--- config.mk ---
export PLATFORM = sky130hd
export DESIGN_NAME = key_debounce
export DESIGN_NICKNAME = d
export VERILOG_FILES = /design/src/rtl/key_debounce_pkg.sv /design/src/rtl/key_sync2.sv /design/src/rtl/key_debounce.sv
export SDC_FILE = /design/constraint.sdc
export NUM_CORES = 1
export LEC_CHECK = 0
export BUFFER_PORTS_ARGS = -buffer_cell sky130_fd_sc_hd__buf_2
export CAP_MARGIN = 20
export CORE_MARGIN = 10
export CORE_UTILIZATION = 49
export CTS_BUF_LIST = sky130_fd_sc_hd__clkbuf_4 sky130_fd_sc_hd__clkbuf_8
export DETAILED_ROUTE_END_ITERATION = 10
export PLACE_DENSITY = 0.66
export RECOVER_POWER = 50
export SLEW_MARGIN = 20
export SYNTH_ARGS = -nofsm -noshare
export SYNTH_HDL_FRONTEND = slang
export SYNTH_SLANG_ARGS = --single-unit
--- constraint.sdc ---
create_clock -name CLOCK_50 -period 6.7 [get_ports CLOCK_50]
set_clock_uncertainty 0.2 [all_clocks]
set_input_delay 1.34 -clock CLOCK_50 [delete_from_list [all_inputs] [get_ports CLOCK_50]]
set_output_delay 1.34 -clock CLOCK_50 [all_outputs]
set_load 0.1 [all_outputs]
--- src/rtl/key_debounce_pkg.sv ---
// Shared types and default timing constants for the push-button debouncer.
package key_debounce_pkg;

    typedef enum logic [1:0] {
        IDLE         = 2'b00,
        PRESS_WAIT   = 2'b01,
        PRESSED      = 2'b10,
        RELEASE_WAIT = 2'b11
    } key_state_e;

    // Defaults assume a 50 MHz clock: 20 ms debounce, 0.5 s hold, 0.1 s repeat.
    localparam int unsigned DEF_DEBOUNCE_CYCLES = 32'd1000000;
    localparam int unsigned DEF_HOLD_CYCLES     = 32'd25000000;
    localparam int unsigned DEF_REPEAT_CYCLES   = 32'd5000000;

    function automatic logic is_pressed_state(input key_state_e st);
        return (st == PRESSED) || (st == RELEASE_WAIT);
    endfunction

endpackage

--- src/rtl/key_sync2.sv ---
// Two-flop synchronizer for an active-low asynchronous input; both flops
// reset to the inactive (high) level.
module key_sync2 (
    input  logic clk,
    input  logic rst_n,
    input  logic d,
    output logic q
);

    logic meta_r;
    logic sync_r;

    // Metastability-settling chain into the clock domain.
    always_ff @(posedge clk or negedge rst_n) begin
        if (!rst_n) begin
            meta_r <= 1'b1;
            sync_r <= 1'b1;
        end else begin
            meta_r <= d;
            sync_r <= meta_r;
        end
    end

    assign q = sync_r;

endmodule

--- src/rtl/key_debounce.sv ---
// Push-button debouncer with registered level and press/release strobes.
// Define KEY_DEBOUNCE_REPEAT_EN to add hold-to-auto-repeat press strobes.
module key_debounce
    import key_debounce_pkg::*;
#(
    parameter int unsigned DEBOUNCE_CYCLES = DEF_DEBOUNCE_CYCLES,
    parameter int unsigned HOLD_CYCLES     = DEF_HOLD_CYCLES,
    parameter int unsigned REPEAT_CYCLES   = DEF_REPEAT_CYCLES
) (
    input  logic CLOCK_50,
    input  logic KEY0,
    input  logic key_n,
    output logic pressed,
    output logic press_pulse,
    output logic release_pulse
);

    localparam int unsigned CNT_W = $clog2(DEBOUNCE_CYCLES);
    localparam logic [CNT_W-1:0] CNT_LAST = CNT_W'(DEBOUNCE_CYCLES - 32'd1);

    if ((DEBOUNCE_CYCLES < 32'd2) || (HOLD_CYCLES < 32'd1) || (REPEAT_CYCLES < 32'd1)) begin : g_param_check
        $error("key_debounce: cycle parameters out of range");
    end

    logic             sync_n_s;
    key_state_e       state_r;
    key_state_e       state_n_s;
    logic [CNT_W-1:0] cnt_r;
    logic [CNT_W-1:0] cnt_n_s;
    logic             press_set_s;
    logic             release_set_s;
    logic             rep_fire_s;
    logic             pressed_r;
    logic             press_pulse_r;
    logic             release_pulse_r;

    key_sync2 u_sync (
        .clk   (CLOCK_50),
        .rst_n (KEY0),
        .d     (key_n),
        .q     (sync_n_s)
    );

    // State and debounce counter registers.
    always_ff @(posedge CLOCK_50 or negedge KEY0) begin
        if (!KEY0) begin
            state_r <= IDLE;
            cnt_r   <= {CNT_W{1'b0}};
        end else begin
            state_r <= state_n_s;
            cnt_r   <= cnt_n_s;
        end
    end

    // Next-state logic; the counter is cleared on every state entry so it never wraps.
    always_comb begin
        state_n_s     = state_r;
        cnt_n_s       = cnt_r;
        press_set_s   = 1'b0;
        release_set_s = 1'b0;
        case (state_r)
            IDLE: begin
                if (!sync_n_s) begin
                    state_n_s = PRESS_WAIT;
                    cnt_n_s   = {CNT_W{1'b0}};
                end else begin
                    state_n_s = IDLE;
                end
            end
            PRESS_WAIT: begin
                if (sync_n_s) begin
                    state_n_s = IDLE;
                    cnt_n_s   = {CNT_W{1'b0}};
                end else if (cnt_r == CNT_LAST) begin
                    state_n_s   = PRESSED;
                    cnt_n_s     = {CNT_W{1'b0}};
                    press_set_s = 1'b1;
                end else begin
                    cnt_n_s = cnt_r + CNT_W'(1);
                end
            end
            PRESSED: begin
                if (sync_n_s) begin
                    state_n_s = RELEASE_WAIT;
                    cnt_n_s   = {CNT_W{1'b0}};
                end else begin
                    state_n_s = PRESSED;
                end
            end
            RELEASE_WAIT: begin
                if (!sync_n_s) begin
                    state_n_s = PRESSED;
                    cnt_n_s   = {CNT_W{1'b0}};
                end else if (cnt_r == CNT_LAST) begin
                    state_n_s     = IDLE;
                    cnt_n_s       = {CNT_W{1'b0}};
                    release_set_s = 1'b1;
                end else begin
                    cnt_n_s = cnt_r + CNT_W'(1);
                end
            end
            default: begin
                state_n_s = IDLE;
                cnt_n_s   = {CNT_W{1'b0}};
            end
        endcase
    end

`ifdef KEY_DEBOUNCE_REPEAT_EN
    localparam int unsigned HOLD_MAX = (HOLD_CYCLES > REPEAT_CYCLES) ? HOLD_CYCLES : REPEAT_CYCLES;
    localparam int unsigned HOLD_W   = $clog2(HOLD_MAX + 32'd1);
    localparam logic [HOLD_W-1:0] HOLD_LAST = HOLD_W'(HOLD_CYCLES - 32'd1);
    localparam logic [HOLD_W-1:0] REP_LAST  = HOLD_W'(REPEAT_CYCLES - 32'd1);

    logic [HOLD_W-1:0] hold_cnt_r;
    logic [HOLD_W-1:0] hold_cnt_n_s;
    logic              rep_phase_r;
    logic              rep_phase_n_s;

    // Hold/repeat counter registers.
    always_ff @(posedge CLOCK_50 or negedge KEY0) begin
        if (!KEY0) begin
            hold_cnt_r  <= {HOLD_W{1'b0}};
            rep_phase_r <= 1'b0;
        end else begin
            hold_cnt_r  <= hold_cnt_n_s;
            rep_phase_r <= rep_phase_n_s;
        end
    end

    // First strobe after the hold time, then one per repeat period while held.
    always_comb begin
        hold_cnt_n_s  = hold_cnt_r;
        rep_phase_n_s = rep_phase_r;
        rep_fire_s    = 1'b0;
        if ((state_r == PRESSED) && !sync_n_s) begin
            if (hold_cnt_r == (rep_phase_r ? REP_LAST : HOLD_LAST)) begin
                rep_fire_s    = 1'b1;
                hold_cnt_n_s  = {HOLD_W{1'b0}};
                rep_phase_n_s = 1'b1;
            end else begin
                hold_cnt_n_s = hold_cnt_r + HOLD_W'(1);
            end
        end else begin
            hold_cnt_n_s  = {HOLD_W{1'b0}};
            rep_phase_n_s = 1'b0;
        end
    end
`else
    assign rep_fire_s = 1'b0;
`endif

    // Registered outputs; the level follows the state being entered.
    always_ff @(posedge CLOCK_50 or negedge KEY0) begin
        if (!KEY0) begin
            pressed_r       <= 1'b0;
            press_pulse_r   <= 1'b0;
            release_pulse_r <= 1'b0;
        end else begin
            pressed_r       <= is_pressed_state(state_n_s);
            press_pulse_r   <= press_set_s | rep_fire_s;
            release_pulse_r <= release_set_s;
        end
    end

    assign pressed       = pressed_r;
    assign press_pulse   = press_pulse_r;
    assign release_pulse = release_pulse_r;

endmodule

==> After elaboration in Yosys (flattened, before gate mapping) <==
Index checks and enable logic that the tools add are counted.
{ "totals": {"regBits": 27, "latch_bits": 0, "ram_bits": 0, "mem_bits_ro": 0, "input_bits": 3, "out_inout_bits": 3, "word_cells": 37, "n_memories": 0} }
{ "op_classes": {"n_addsub": 1, "multipliers": 0, "n_div": 0, "n_lt_le_gt_ge": 0, "n_eq_ne": 8, "n_shift": 0, "mux": 18, "n_bitwise": 0, "n_reduce_logical": 3} }
{ "ops": {"columns": ["op", "count"], "rows": [
  ["two-way mux 20 bit", 5],
  ["case mux 20 bit (4 select lines)", 1],
  ["adder 20 x 1 -> 20 bit, second input constant", 1],
  ["equality test 20 bit, second input constant", 1],
  ["equality test 2 bit, second input constant", 4],
  ["two-way mux 2 bit", 4],
  ["case mux 2 bit (4 select lines)", 1],
  ["two-way mux 1 bit", 7],
  ["equality test 2 x 1 -> 1 bit, second input constant", 1],
  ["logical NOT 2 bit", 1],
  ["inequality test 2 x 1 -> 1 bit, second input constant", 1],
  ["inequality test 2 bit, second input constant", 1],
  ["AND reduction 2 bit", 1],
  ["logical OR 1 bit", 1]
]} }

==> Depth between registers and ports, before layout <==
{ "depth": {"depth_word": 6, "ltp_mapped": 7, "depth_no_buf": 6} }

==> By module <==
From an unflattened synthesis, not the netlist that was laid out.
{ "unflattened": {"cells_unflattened": 145, "hier_area_um2": 1465.2} }
{ "by_module_without_submodules": {"columns": ["module", "n_inst", "cells_each", "area_per_inst_um2", "seq_area_each_um2"], "rows": [
  ["key_debounce", 1, 143, 1412.6, 625.6],
  ["key_sync2", 1, 2, 52.6, 52.6]
]} }

==> Worst setup path after synthesis <==
OpenSTA, ideal clock, no wires.
{ "synth_path": {"path_kind": "register -> output", "from": "register press_pulse_r, in the netlist press_pulse", "to": "output press_pulse", "arrival_time_ns": 0.883, "required_ns": 5.160, "setup_slack_ns": 4.277, "stages_incl_launch_ff": 1, "n_path_buf": 0, "cell_sequence": "dfrtp_1"} }
{ "synth_rtl": {"columns": ["element", "line_no", "rtl"], "rows": [
  ["start, declared", "key_debounce.sv:34", "logic press_pulse_r;"],
  ["start signal, assigned", "key_debounce.sv:161", "press_pulse_r <= press_set_s | rep_fire_s;"],
  ["end, declared", "key_debounce.sv:14", "output logic press_pulse,"]
]} }
No word-level cell between the ends.

==> Worst setup path after layout <==
{ "layout_path": {"from": "register pressed_r, in the netlist pressed", "to": "output pressed"} }
{ "layout_rtl": {"columns": ["element", "line_no", "rtl"], "rows": [
  ["start, declared", "key_debounce.sv:33", "logic pressed_r;"],
  ["start signal, assigned", "key_debounce.sv:160", "pressed_r <= is_pressed_state(state_n_s);"],
  ["end, declared", "key_debounce.sv:13", "output logic pressed,"]
]} }
No word-level cell between the ends.

==> results.md <==
- Yosys cell types: 35
- Critical Path Stages: 1
- Total congestion overflow: 0
- Gr usage total: 10.2%
- Sequential Area: approximately 680 um2
- Vias: 1082
- Final std cells w/o fill: 174
- Inst Count DP: 170
- Least-Margin Pin Slew: roughly 1400 ps
- Final hold vios: 0
- Top cells by instance count after synthesis: dfrtp_1, nand2_1, nand3_1, a21oi_1, a31oi_1
- Fill count: 258
- Max cap viols: 0
- Crit-path slowest cell: buf_2
- First-pass iteration count of the detailed router: 4
- Design Power: 0.263 mW
- Utilization after layout: 52.5%
- Boundary Pins: 6
- HPWL after detailed placement: 1830 um
- FP Rows: 19
- Worst EP arrival: 1090 ps
- CP Capture Type: primary output
- Yosys warns: 0
- Seq/Total Area, Yosys: 49.9%
- EDFF count, synth: 0
- Post-Synthesis Net Count: between 100 and 150
- Initial Util: around 50%
- Count of pins over their slew limit: 0
- Period minus WS final: about 2600 ps
- Synth Area per Inst: about 9.8 um2
- Uppermost layer routed: met4
- Critical path type: reg2out
- Area growth from synthesis to layout: 4.79%
- Worst-case vdd ir drop: 150 uV
- PwrDens: 185 nW/um2
- Hold Buf Count CTS: 0
- Routed met3 length: between 80 and 90 um
- Met1 WL: 1300 um
- Top achievable clock speed: 380 MHz
- Worst Setup EP: pressed
- Clock Sinks: 27
- Worst R2R Setup Slack: 4200 ps
- Worst path required time: between 5000 and 6000 ps
- Worst setup path start: pressed
- Layout cells sized above 1: 9.79%
- Initial DRC count: 114
- Skew-Pair Late Insertion Delay: 330 ps
- H-tree levels: 1
- P_leak: 0.626 nW
- Worst slew margin: 4.58%
- Synthesized instance count: 139
- Final setup TNS: 0 ps
- Vias in the first global route: 959
- First-pass GRT wire length: 4460 um
- Most frequent cell after synthesis: dfrtp_1
- Hold_ws: 169 ps
- CTS tree: built
- ANT cells: 0
- CTS root buf: clkbuf_4
- Largest net degree at the start of global routing: 29
- Max incr delay on CP: around 400 ps
- Met2 Wirelength: 1270 um
- Clock-pin slew on the worst setup and hold paths: 150 ps
- Worst-path cell chain: buf_2
- Top-area cell type share of the netlist area: around 46%
- Die area: approximately 5300 um2
- Antenna viol nets, final: 0
- RSZ-0062 raised after global routing: false
- Critical path's top delay family: buffers and inverters
- Setup violators final: 0
- Core area: 2710 um2
- Port Buf Inserts: 5
- Routed vias/inst: 6.22
- DRC: 0
- Final Wtd Congestion: 0.808
- Routed WL: 2680 um
- Max Buffers Root-to-Sink: 2
- Setup Buffers After CTS: 0
- Top cells by area, synth: dfrtp_1, a21o_1, a31oi_1
- Leading register cell type out of synthesis: dfrtp_1
- Fraction of registers with async set/reset: 100%
- Post-CTS sizing: 0
- Synthesized cell area: 1360 um2
- Status: completed
- Synthesized flop and latch total: 27
- Reg2reg start: cnt_r[0]
- Register-to-Register Path Depth: 6
- Number of buffers created by CTS: 3
- Area of the multi-input gates: between 600 and 700 um2
- WP buf/inv: 1
- Leading area contributor after synthesis: dfrtp_1
- Die extent in y: 72.7 um
- Fin crit share: 39.3%
- Max FO, Critical Path: 1
- WL per Instance: ~15 um
- Die X-Extent: a little over 70 um
- Initial antenna violation count: 0
- R2R Path End: cnt_r[18]
- Nets: 148
- CP startpoint kind: flop
- Hold Path Class: reg2reg
per-stage QoR:
step | setup WS [ps] | area [um2]
CTS | 4050 | 1420
floorplan | 4280 | 1360
global placement | 4250 | 1390
detailed placement | 4160 | 1390
finish | 4070 | 1420
global route | 3980 | 1420
how the worst min path moves through the flow:
stage | from | to | slack [ps] | cells past startpoint
2_1_floorplan | u_sync.meta_r | u_sync.q | 150 | 0
3_3_place_gp | u_sync.meta_r | u_sync.q | 150 | 0
3_5_place_dp | u_sync.meta_r | u_sync.q | 150 | 0
4_1_cts | u_sync.meta_r | u_sync.q | 170 | 0
5_1_grt | u_sync.meta_r | u_sync.q | 170 | 0
6_report | u_sync.meta_r | u_sync.q | 170 | 0
per-layer routing:
layer | track usage (%) | up-vias
met4 | 3.59 | 0
met5 | 0 | -
met2 | 16.0 | 14
li1 | - | 528
met1 | 13.3 | 536
met3 | 2.45 | 4
state kept, by name (all words and copies together) (netlist names):
name and cells:
release_pulse 1, press_pulse 1, pressed 1, state_r 2, u_sync.meta_r 1, u_sync.q 1
cnt_r 20
kinds of logic (layout without fill, tap and decap cells):
group	Yosys count	count (layout)	synth area share, %
and+or+nand+nor	61	61	24.7
xor gates and xnor gates	2	2	1.29
buffers and inverters	5	9	2.58
DFF	27	27	49.9
muxes	2	2	1.47
AOI/OAI and AO/OA	41	41	19.2
adders and majority gates	1	1	0.921
area by class of cell:
cell class,count,area share (%)
well taps,31,2.72
repair buffers,5,1.67
clock inverters,1,0.527
multi-input cells,107,45.9
clock buffers,3,1.58
flip-flops and latches,27,47.6
report_power, final:
group / internal, mW / switching (mW)
Sequential: 0.168 / 0.00500
Clock: 0.0229 / 0.0492
Combinational: 0.00616 / 0.0122
Total: 0.197 / 0.0664
cell usage in the layout, fill, tap and decap left out:
cell / n
or2b_1: 1
or4_1: 1
buf_2: 4
a21o_1: 9
a21oi_4: 1
clkinvlp_4: 1
clkbuf_1: 1
nor4_4: 1
nor2b_1: 1
nand4_1: 4
a22o_1: 2
o31ai_1: 1
and4_1: 1
and3_1: 3
nand2_1: 13
nor2_1: 7
o21ai_0: 6
or4_4: 1
xor2_1: 1
clkbuf_4: 3
dfrtp_1: 25
and2_1: 3
nor4_1: 3
dfstp_2: 2
or2_2: 1
nand3_1: 11
xnor2_1: 1
a31oi_1: 10
a41oi_1: 1
o211ai_1: 1
a21oi_1: 10
mux2i_1: 2
nor3_1: 6
nand2b_1: 4
ha_1: 1
No activity file was read; power rests on OpenSTA's default activity.
